`config.mk`:
```
export PLATFORM = sky130hd
export DESIGN_NAME = core_cache_bridge
export DESIGN_NICKNAME = d
export VERILOG_FILES = /design/src/rtl/core_cache_bridge.sv
export SDC_FILE = /design/constraint.sdc
export NUM_CORES = 1
export LEC_CHECK = 0
export CAP_MARGIN = 20
export CORE_MARGIN = 3
export CORE_UTILIZATION = 45
export DETAILED_ROUTE_END_ITERATION = 7
export PLACE_DENSITY_LB_ADDON = 0.1
export SYNTH_ARGS = -nofsm -noshare
export SYNTH_HDL_FRONTEND = slang
export SYNTH_SLANG_ARGS = --single-unit
```
`constraint.sdc`:
```
create_clock -name clk -period 6.34 [get_ports clk]
set_input_delay 1.268 -clock clk [delete_from_list [all_inputs] [get_ports clk]]
set_output_delay 1.268 -clock clk [all_outputs]
set_load 0.05 [all_outputs]
```
`src/rtl/core_cache_bridge.sv`:
```
`default_nettype none
// ============================================================================
// Module   : core_cache_bridge
// Brief    : Registered bridge from the rvsteel core IO port to split L1I/L1D
//            ports, with byte-lane read-modify-write, timeout and sticky error.
// Revision : 1.0 - initial release
// ============================================================================
module core_cache_bridge #(
    parameter int                    DATA_WIDTH = 32,
    parameter int                    ADDR_WIDTH = 32,
    parameter logic [ADDR_WIDTH-1:0] INST_END   = ADDR_WIDTH'(32'h11fd8),
    parameter int                    TIMEOUT    = 1024,
    parameter logic [DATA_WIDTH-1:0] ERR_DATA   = DATA_WIDTH'(32'hDEADBEEF)
) (
    input  logic                    clk,
    input  logic                    rst,
    input  logic [ADDR_WIDTH-1:0]   rw_address,
    input  logic                    read_request,
    input  logic                    write_request,
    input  logic [DATA_WIDTH-1:0]   write_data,
    input  logic [DATA_WIDTH/8-1:0] write_strobe,
    output logic [DATA_WIDTH-1:0]   read_data,
    output logic                    read_response,
    output logic                    write_response,
    output logic                    i_rd,
    output logic [ADDR_WIDTH-1:0]   i_addr,
    input  logic [DATA_WIDTH-1:0]   i_rdata,
    input  logic                    i_ready,
    output logic                    d_rd,
    output logic                    d_wr,
    output logic [ADDR_WIDTH-1:0]   d_addr,
    output logic [DATA_WIDTH-1:0]   d_wdata,
    input  logic [DATA_WIDTH-1:0]   d_rdata,
    input  logic                    d_ready,
    output logic                    err,
    output logic                    busy
);

    localparam int c_strb_w = DATA_WIDTH / 8;
    localparam int c_cnt_w  = (TIMEOUT > 1) ? $clog2(TIMEOUT) : 1;
    localparam logic [c_cnt_w-1:0] c_to_last = (TIMEOUT > 0) ? c_cnt_w'(TIMEOUT - 1) : '0;

    typedef enum logic [2:0] {
        S_IDLE   = 3'd0,
        S_I_RD   = 3'd1,
        S_D_RD   = 3'd2,
        S_RMW_RD = 3'd3,
        S_D_WR   = 3'd4,
        S_RESP_R = 3'd5,
        S_RESP_W = 3'd6
    } state_t;

    state_t                  state_q, state_d;
    logic [ADDR_WIDTH-1:0]   addr_q, addr_d;
    logic [DATA_WIDTH-1:0]   wdata_q, wdata_d;
    logic [c_strb_w-1:0]     strb_q, strb_d;
    logic [DATA_WIDTH-1:0]   d_wdata_q, d_wdata_d;
    logic [DATA_WIDTH-1:0]   read_data_q, read_data_d;
    logic [c_cnt_w-1:0]      cnt_q, cnt_d;
    logic                    err_q, err_d;
    logic                    i_rd_q, i_rd_d;
    logic                    d_rd_q, d_rd_d;
    logic                    d_wr_q, d_wr_d;
    logic                    rresp_q, rresp_d;
    logic                    wresp_q, wresp_d;
    logic                    busy_q, busy_d;

    logic [DATA_WIDTH-1:0]   w_merged;
    logic                    w_wait_ready;
    logic                    w_timed_out;

    // Lanes not enabled by the store keep the word just read from L1D.
    for (genvar k = 0; k < c_strb_w; k++) begin : g_lane
        assign w_merged[8*k +: 8] = strb_q[k] ? wdata_q[8*k +: 8] : d_rdata[8*k +: 8];
    end

    assign w_wait_ready = (state_q == S_I_RD) ? i_ready : d_ready;
    assign w_timed_out  = (TIMEOUT != 0) && (cnt_q == c_to_last);

    always_comb begin
        state_d     = state_q;
        addr_d      = addr_q;
        wdata_d     = wdata_q;
        strb_d      = strb_q;
        d_wdata_d   = d_wdata_q;
        read_data_d = read_data_q;
        cnt_d       = cnt_q;
        err_d       = err_q;

        unique case (state_q)
            S_IDLE: begin
                cnt_d = '0;
                if (write_request) begin
                    addr_d  = rw_address;
                    wdata_d = write_data;
                    strb_d  = write_strobe;
                    if (rw_address <= INST_END) begin
                        err_d   = 1'b1;
                        state_d = S_RESP_W;
                    end else if (write_strobe == '0) begin
                        state_d = S_RESP_W;
                    end else if (&write_strobe) begin
                        d_wdata_d = write_data;
                        state_d   = S_D_WR;
                    end else begin
                        state_d = S_RMW_RD;
                    end
                end else if (read_request) begin
                    addr_d  = rw_address;
                    state_d = (rw_address <= INST_END) ? S_I_RD : S_D_RD;
                end
            end
            S_I_RD, S_D_RD, S_RMW_RD, S_D_WR: begin
                // A ready in the final timeout cycle still completes normally.
                if (w_wait_ready) begin
                    cnt_d = '0;
                    case (state_q)
                        S_I_RD: begin
                            read_data_d = i_rdata;
                            state_d     = S_RESP_R;
                        end
                        S_D_RD: begin
                            read_data_d = d_rdata;
                            state_d     = S_RESP_R;
                        end
                        S_RMW_RD: begin
                            d_wdata_d = w_merged;
                            state_d   = S_D_WR;
                        end
                        default: state_d = S_RESP_W;
                    endcase
                end else if (w_timed_out) begin
                    cnt_d = '0;
                    err_d = 1'b1;
                    if (state_q == S_I_RD || state_q == S_D_RD) begin
                        read_data_d = ERR_DATA;
                        state_d     = S_RESP_R;
                    end else begin
                        state_d = S_RESP_W;
                    end
                end else begin
                    cnt_d = cnt_q + c_cnt_w'(1);
                end
            end
            S_RESP_R, S_RESP_W: state_d = S_IDLE;
            default:            state_d = S_IDLE;
        endcase

        i_rd_d  = (state_d == S_I_RD);
        d_rd_d  = (state_d == S_D_RD) || (state_d == S_RMW_RD);
        d_wr_d  = (state_d == S_D_WR);
        rresp_d = (state_d == S_RESP_R);
        wresp_d = (state_d == S_RESP_W);
        busy_d  = (state_d != S_IDLE);
    end

    always_ff @(posedge clk or posedge rst) begin
        if (rst) begin
            state_q     <= S_IDLE;
            addr_q      <= '0;
            wdata_q     <= '0;
            strb_q      <= '0;
            d_wdata_q   <= '0;
            read_data_q <= '0;
            cnt_q       <= '0;
            err_q       <= 1'b0;
            i_rd_q      <= 1'b0;
            d_rd_q      <= 1'b0;
            d_wr_q      <= 1'b0;
            rresp_q     <= 1'b0;
            wresp_q     <= 1'b0;
            busy_q      <= 1'b0;
        end else begin
            state_q     <= state_d;
            addr_q      <= addr_d;
            wdata_q     <= wdata_d;
            strb_q      <= strb_d;
            d_wdata_q   <= d_wdata_d;
            read_data_q <= read_data_d;
            cnt_q       <= cnt_d;
            err_q       <= err_d;
            i_rd_q      <= i_rd_d;
            d_rd_q      <= d_rd_d;
            d_wr_q      <= d_wr_d;
            rresp_q     <= rresp_d;
            wresp_q     <= wresp_d;
            busy_q      <= busy_d;
        end
    end

    assign read_data      = read_data_q;
    assign read_response  = rresp_q;
    assign write_response = wresp_q;
    assign i_rd           = i_rd_q;
    assign i_addr         = addr_q;
    assign d_rd           = d_rd_q;
    assign d_wr           = d_wr_q;
    assign d_addr         = addr_q;
    assign d_wdata        = d_wdata_q;
    assign err            = err_q;
    assign busy           = busy_q;

endmodule
`default_nettype wire
```
; ---- After elaboration in Yosys (flattened, before gate mapping)
; Index checks and enable logic that the tools add are counted.
; W data, S select, Z words.
[totals]
reg_bits = 152
inputBits = 138
wordCells = 91
output_inout_bits = 135
[op_classes]
n_mux = 37
n_addsub = 1
n_eq_ne = 21
magnitude_cmp = 1
n_reduce_logical = 17
[ops]
columns = op, n
row1 = $mux W32, 11
row2 = $pmux W32 S2, 2
row3 = $le A32 B17 Y1 const B, 1
row4 = $mux W8, 4
row5 = $mux W3, 7
row6 = $mux W10, 2
row7 = $pmux W10 S2, 1
row8 = $ne A2 B2 Y1 const B, 9
row9 = $eq A3 B2 Y1 const B, 4
row10 = $eq A3 B3 Y1 const B, 4
row11 = $add A10 B1 Y10 const B, 1
row12 = $eq A10 B10 Y1 const B, 1
row13 = $reduce_and A4 Y1, 2
row14 = $reduce_bool A2 Y1, 4
row15 = $reduce_and A7 Y1, 1
row16 = $eq A3 B1 Y1 const B, 2
row17 = $pmux W3 S2, 1
row18 = $mux W1, 5
row19 = $reduce_and A5 Y1, 1
row20 = $logic_not A4 Y1, 1
row21 = $mux W2, 2
row22 = $pmux W2 S2, 1
row23 = $reduce_and A2 Y1, 2
row24 = $reduce_or A4 Y1, 1
row25 = other kinds (6), 7

; ---- Logic depth before layout (Yosys ltp)
[logic_depth]
depth_word = 8
ltp_mapped = 8
mapped_depth_nobuf = 7

; ---- Worst setup path before layout
; No wires, ideal clock.
[synth_timing]
kind = input to register
start = input port rw_address[0]
end = register busy_q (netlist: busy)
path_buffers = 1
path_slack_ns = 3.444
path_stages = 6
t_arrival_ns = 2.757
cell_sequence = o311ai_1 a211o_1 and3_1 clkbuf_1 a221o_1 or4_1
[synth_via]
elab_chain_cells = 6
word_cells_on_any_way = 7
classes_between = order compare: 1 / mux: 5 / reduce/logical: 1
[synth_lines]
columns = item, line_no
row1 = start: declaration, 17  ; input logic [ADDR_WIDTH-1:0] rw_address,
row2 = $le A32 B17 Y1 *, "97, 110"
row3 = $mux W2, 110  ; state_d = (rw_address <= INST_END) ? S_I_RD : S_D_RD;
row4 = $mux W3, 108  ; end else if (read_request) begin
row5 = $mux W3 *, 93  ; if (write_request) begin
row6 = $pmux W3 S2 *, 90  ; unique case (state_q)
row7 = $reduce_bool A3 Y1 *, 154  ; busy_d = (state_d != S_IDLE);
row8 = via busy_d, 66  ; logic busy_q, busy_d;
row9 = end signal: assignment, 187  ; busy_q <= busy_d;
row10 = end: declaration, 66
; Mark *: on every way through the listed nets, which the timed path passes. The rest lies on a longest branch.
; A chain may end at the register's enable or synchronous reset.

; ---- Final worst setup path
[layout_timing]
start = input port rw_address[28]
end = register d_wdata_q[6] (netlist: d_wdata[6])
[layout_via]
elab_chain_cells = 3
[layout_lines]
columns = item, line_no
row1 = $le A32 B17 Y1, 97  ; if (rw_address <= INST_END) begin
row2 = $ne A2 B2 Y1 (no line), n/a
row3 = $reduce_and A7 Y1 (no line), n/a
row4 = end signal: assignment, 178  ; d_wdata_q <= d_wdata_d;
row5 = end: declaration, 57  ; logic [DATA_WIDTH-1:0] d_wdata_q, d_wdata_d;
; No other way between the ends.

==> metrics.yaml <==
placement:
  port_buffers: 272
  routabilityCongestion: 0.805
  place_area_mm2: 0.00985
  place_ws_ns: 2.43
  dpl.hpwl_um: 15300
synthesis:
  synth_compound_area_share_pct: 11.0
  synth-edff-count: 0
  yosysUniqueCellTypes: 50
  synth_fa_ha_area_share_pct: 0.174
  synth_xor_area_share_pct: 0.487
  ys_seq_area_share_pct: 52.8
  syn-cell-area_mm2: 0.00720
  synth_top_family_by_area: "simple AND/OR/NAND/NOR gates"
  synth.avg_cell_area_um2: 9.47
  netlist_instances: 760
  synth-seq-cells: 152
  yosys_warnings: 0
  synthSimpleGateAreaFrac_pct: 17.5
  syn_nets: 899
  postSynth.asyncResetShare_pct: 100
  ys.flop_type: "dfrtp_1"
  muxShareOfSynthArea_pct: 11.6
worst_setup_path:
  critPathCaptureType: "register"
  r2r_end: "busy"
  cp_max_fo: 33
  rr_startpoint: "state_q[0]"
  r2r_setup_slack_ns: 3.26
  r2r_cells: 7
  start_kind: "primary input"
  criticalPathCategory: "in2reg"
  cp.required_ns: 6.60
  worstPathArrival_ns: 3.69
routing:
  dr.first_iter.drc_count: 339
  post-route-drc-count: 0
  wl_per_cell_um: 18.3
  drt.antenna.violating_nets: 0
  viasPerCell: 5.21
  totalWireLength_um: 22000
  dr.pass1.iters: 5
  num_vias: 6260
grt:
  grt_first_pass_wirelength_um: 35200
  grt_usage_pct: 25.5
  grt-ovfl-total: 0
  grt_pass1_vias: 6424
  antenna_found_initial: 0
  grt_max_degree: 113
clock_network:
  post_cts_buffers: 0
  cts_hold_buf: 0
  cts_tree: "yes"
  root_buffer: "clkbuf_16"
  path_clk_slew_ns: 0.06
  cts_htree_levels: 4
  cts_buffers: 17
  clock_latency_ns: 0.42
  cts_resized: 0
  clock_path_buffers: 2
  cts.sinks: 152
cells_and_area:
  fin_area_mm2: 0.0104
  ff_latch_area_mm2: 0.00380
  drive_gt1_share_pct: 8.59
  fillCellCount: 1287
  final_nets: 1117
  syn_to_final_growth_pct: 45.0
  n_antenna_cell: 0
  multi_input_area_mm2: 0.00297
die:
  die-height_um: 132
  ios: 273
  core_area_mm2: 0.0154
  dieArea_mm2: 0.0176
  num_rows: 45
  die_x_um: 132
  initial_utilization_pct: 46.7
power_and_ir_drop:
  p_comb_share_pct: 58.5
  ir_drop_mv: 0.782
  pwr-share-clk_pct: 14.8
  power_frac_seq_pct: 26.7
  leakagePower_nw: 4.57
  p_int_mw: 3.36
  p_switching_mw: 3.27
  swShare_pct: 49.3
  p_per_area_mw_per_mm2: 635
  total_power_mw: 6.63
hold_path:
  hold_end: "wdata_q[25]"
  hold_start: "wdata_q[25]"
  min_path_type: "reg2reg"
  holdPathStages: 2
timing:
  hold-worst-slack_ns: 0.475
  slew_violations: 0
  rsz0062_at_grt: "false"
  worst_clock_skew_ns: 0.00770
  clock.fmax_mhz: 292
  finalHoldViolations: 0
  slew_headroom_pct: 27.3
  setup_viol: 0
  fin_ws_ns: 2.91
  worst_pin_slew_ns: 1.09
  min_period_ns: 3.43
  fin_crit_sh_pct: 54.1
  fin_setup_tns_ns: 0
outcome:
  outcome: "finished clean"
flow_run:
  cap_violations: 0
## cell type report
type,count,area share (%)
Clock inverter,10,0.983
Sequential cell,152,36.4
Timing Repair Buffer,279,26.8
Inverter,8,0.360
Clock buffer,21,4.41
Multi-Input combinational cell,520,28.5
Tap cell,211,2.53
## cells in the mapped netlist, types with 3 or more instances
cell type	count	area (um2)
nand2_1	208	781
inv_1	7	26.3
buf_1	12	45.0
nand4_1	4	25.0
o22ai_1	32	200
nand3_1	6	30.0
nor4_1	4	25.0
nor2_1	66	248
a21oi_1	38	190
a31oi_1	24	150
nor2b_1	3	18.8
nor3_1	3	15.0
clkbuf_1	35	131
o21ai_0	10	50.1
mux2_2	34	383
dfrtp_1	152	3800
mux2i_1	44	440
a22o_1	4	35.0
buf_4	32	240
## cell usage in the layout, fill, tap and decap left out, types with 3 or more instances in the layout
cell type | netlist | final
clkdlybuf4s50_1 | 0 | 272
nand2_1 | 208 | 207
dfrtp_1 | 152 | 152
nor2_1 | 66 | 65
mux2i_1 | 44 | 44
a21oi_1 | 38 | 38
mux2_2 | 34 | 34
o22ai_1 | 32 | 32
a31oi_1 | 24 | 24
clkbuf_16 | 0 | 17
o21ai_0 | 10 | 10
clkinv_2 | 0 | 7
inv_1 | 7 | 6
buf_4 | 32 | 6
nand3_1 | 6 | 5
nand4_1 | 4 | 4
nor4_1 | 4 | 4
a22o_1 | 4 | 4
nor3_1 | 3 | 3
## critical path, stage by stage
cell             delay, ns
clkdlybuf4s50_1       0.43
nor4_1                0.37
and4_1                0.33
a311oi_4              0.11
buf_4                 0.30
nor2b_4               0.70
o22ai_1               0.17
## per-layer routing
layer  global-route usage [%]  wire, um  vias up
met5                        0         0        -
met4                     5.72       222        0
met1                     31.6      8890     3007
li1                         -         -     3004
met3                     8.97      1820       20
met2                     43.1     11000      229
## flip-flops by register name, summed over array words and instances, names as in the netlist, 3 cells and up
| name | count |
|---|---|
| cnt_q | 10 |
| read_data | 32 |
| d_wdata | 32 |
| state_q | 3 |
| strb_q | 4 |
| wdata_q | 32 |
| d_addr | 32 |
## cell families (layout without fill, tap and decap cells)
logic type      Yosys count  after routing
fa+ha+maj                 1              1
mux                      79             79
xor+xnor                  4              4
flops                   152            152
buf+inv                  88            318
compound gates          126            126
simple gates            310            310
## metrics by stage
| stage | instances | util, % |
|---|---|---|
| global placement | 1169 | 63.8 |
| global route | 1201 | 67.7 |
| finish | 1201 | 67.7 |
| CTS | 1200 | 67.5 |
| detailed placement | 1169 | 63.8 |
| floorplan | 760 | - |
## how the worst max path moves through the flow
stage                    from           to  cells past startpoint
6_report       rw_address[28]   d_wdata[6]                      7
5_1_grt         write_request  d_wdata[13]                      6
4_1_cts         write_request  d_wdata[24]                      6
3_5_place_dp    write_request  d_wdata[24]                      6
3_3_place_gp    write_request   d_wdata[2]                      6
2_1_floorplan             rst         busy                      1
## power groups by stage
| stage | registers, mW | logic [mW] | clock network [mW] |
|---|---|---|---|
| floorplan | 2.78 | 1.73 | 0 |
| CTS | 1.78 | 3.91 | 0.997 |
| finish | 1.77 | 3.88 | 0.981 |
| global placement | 1.77 | 3.87 | 0 |
| detailed placement | 1.78 | 3.90 | 0 |
| global route | 1.83 | 4.11 | 1.05 |
(Power assumes the default switching activity.)
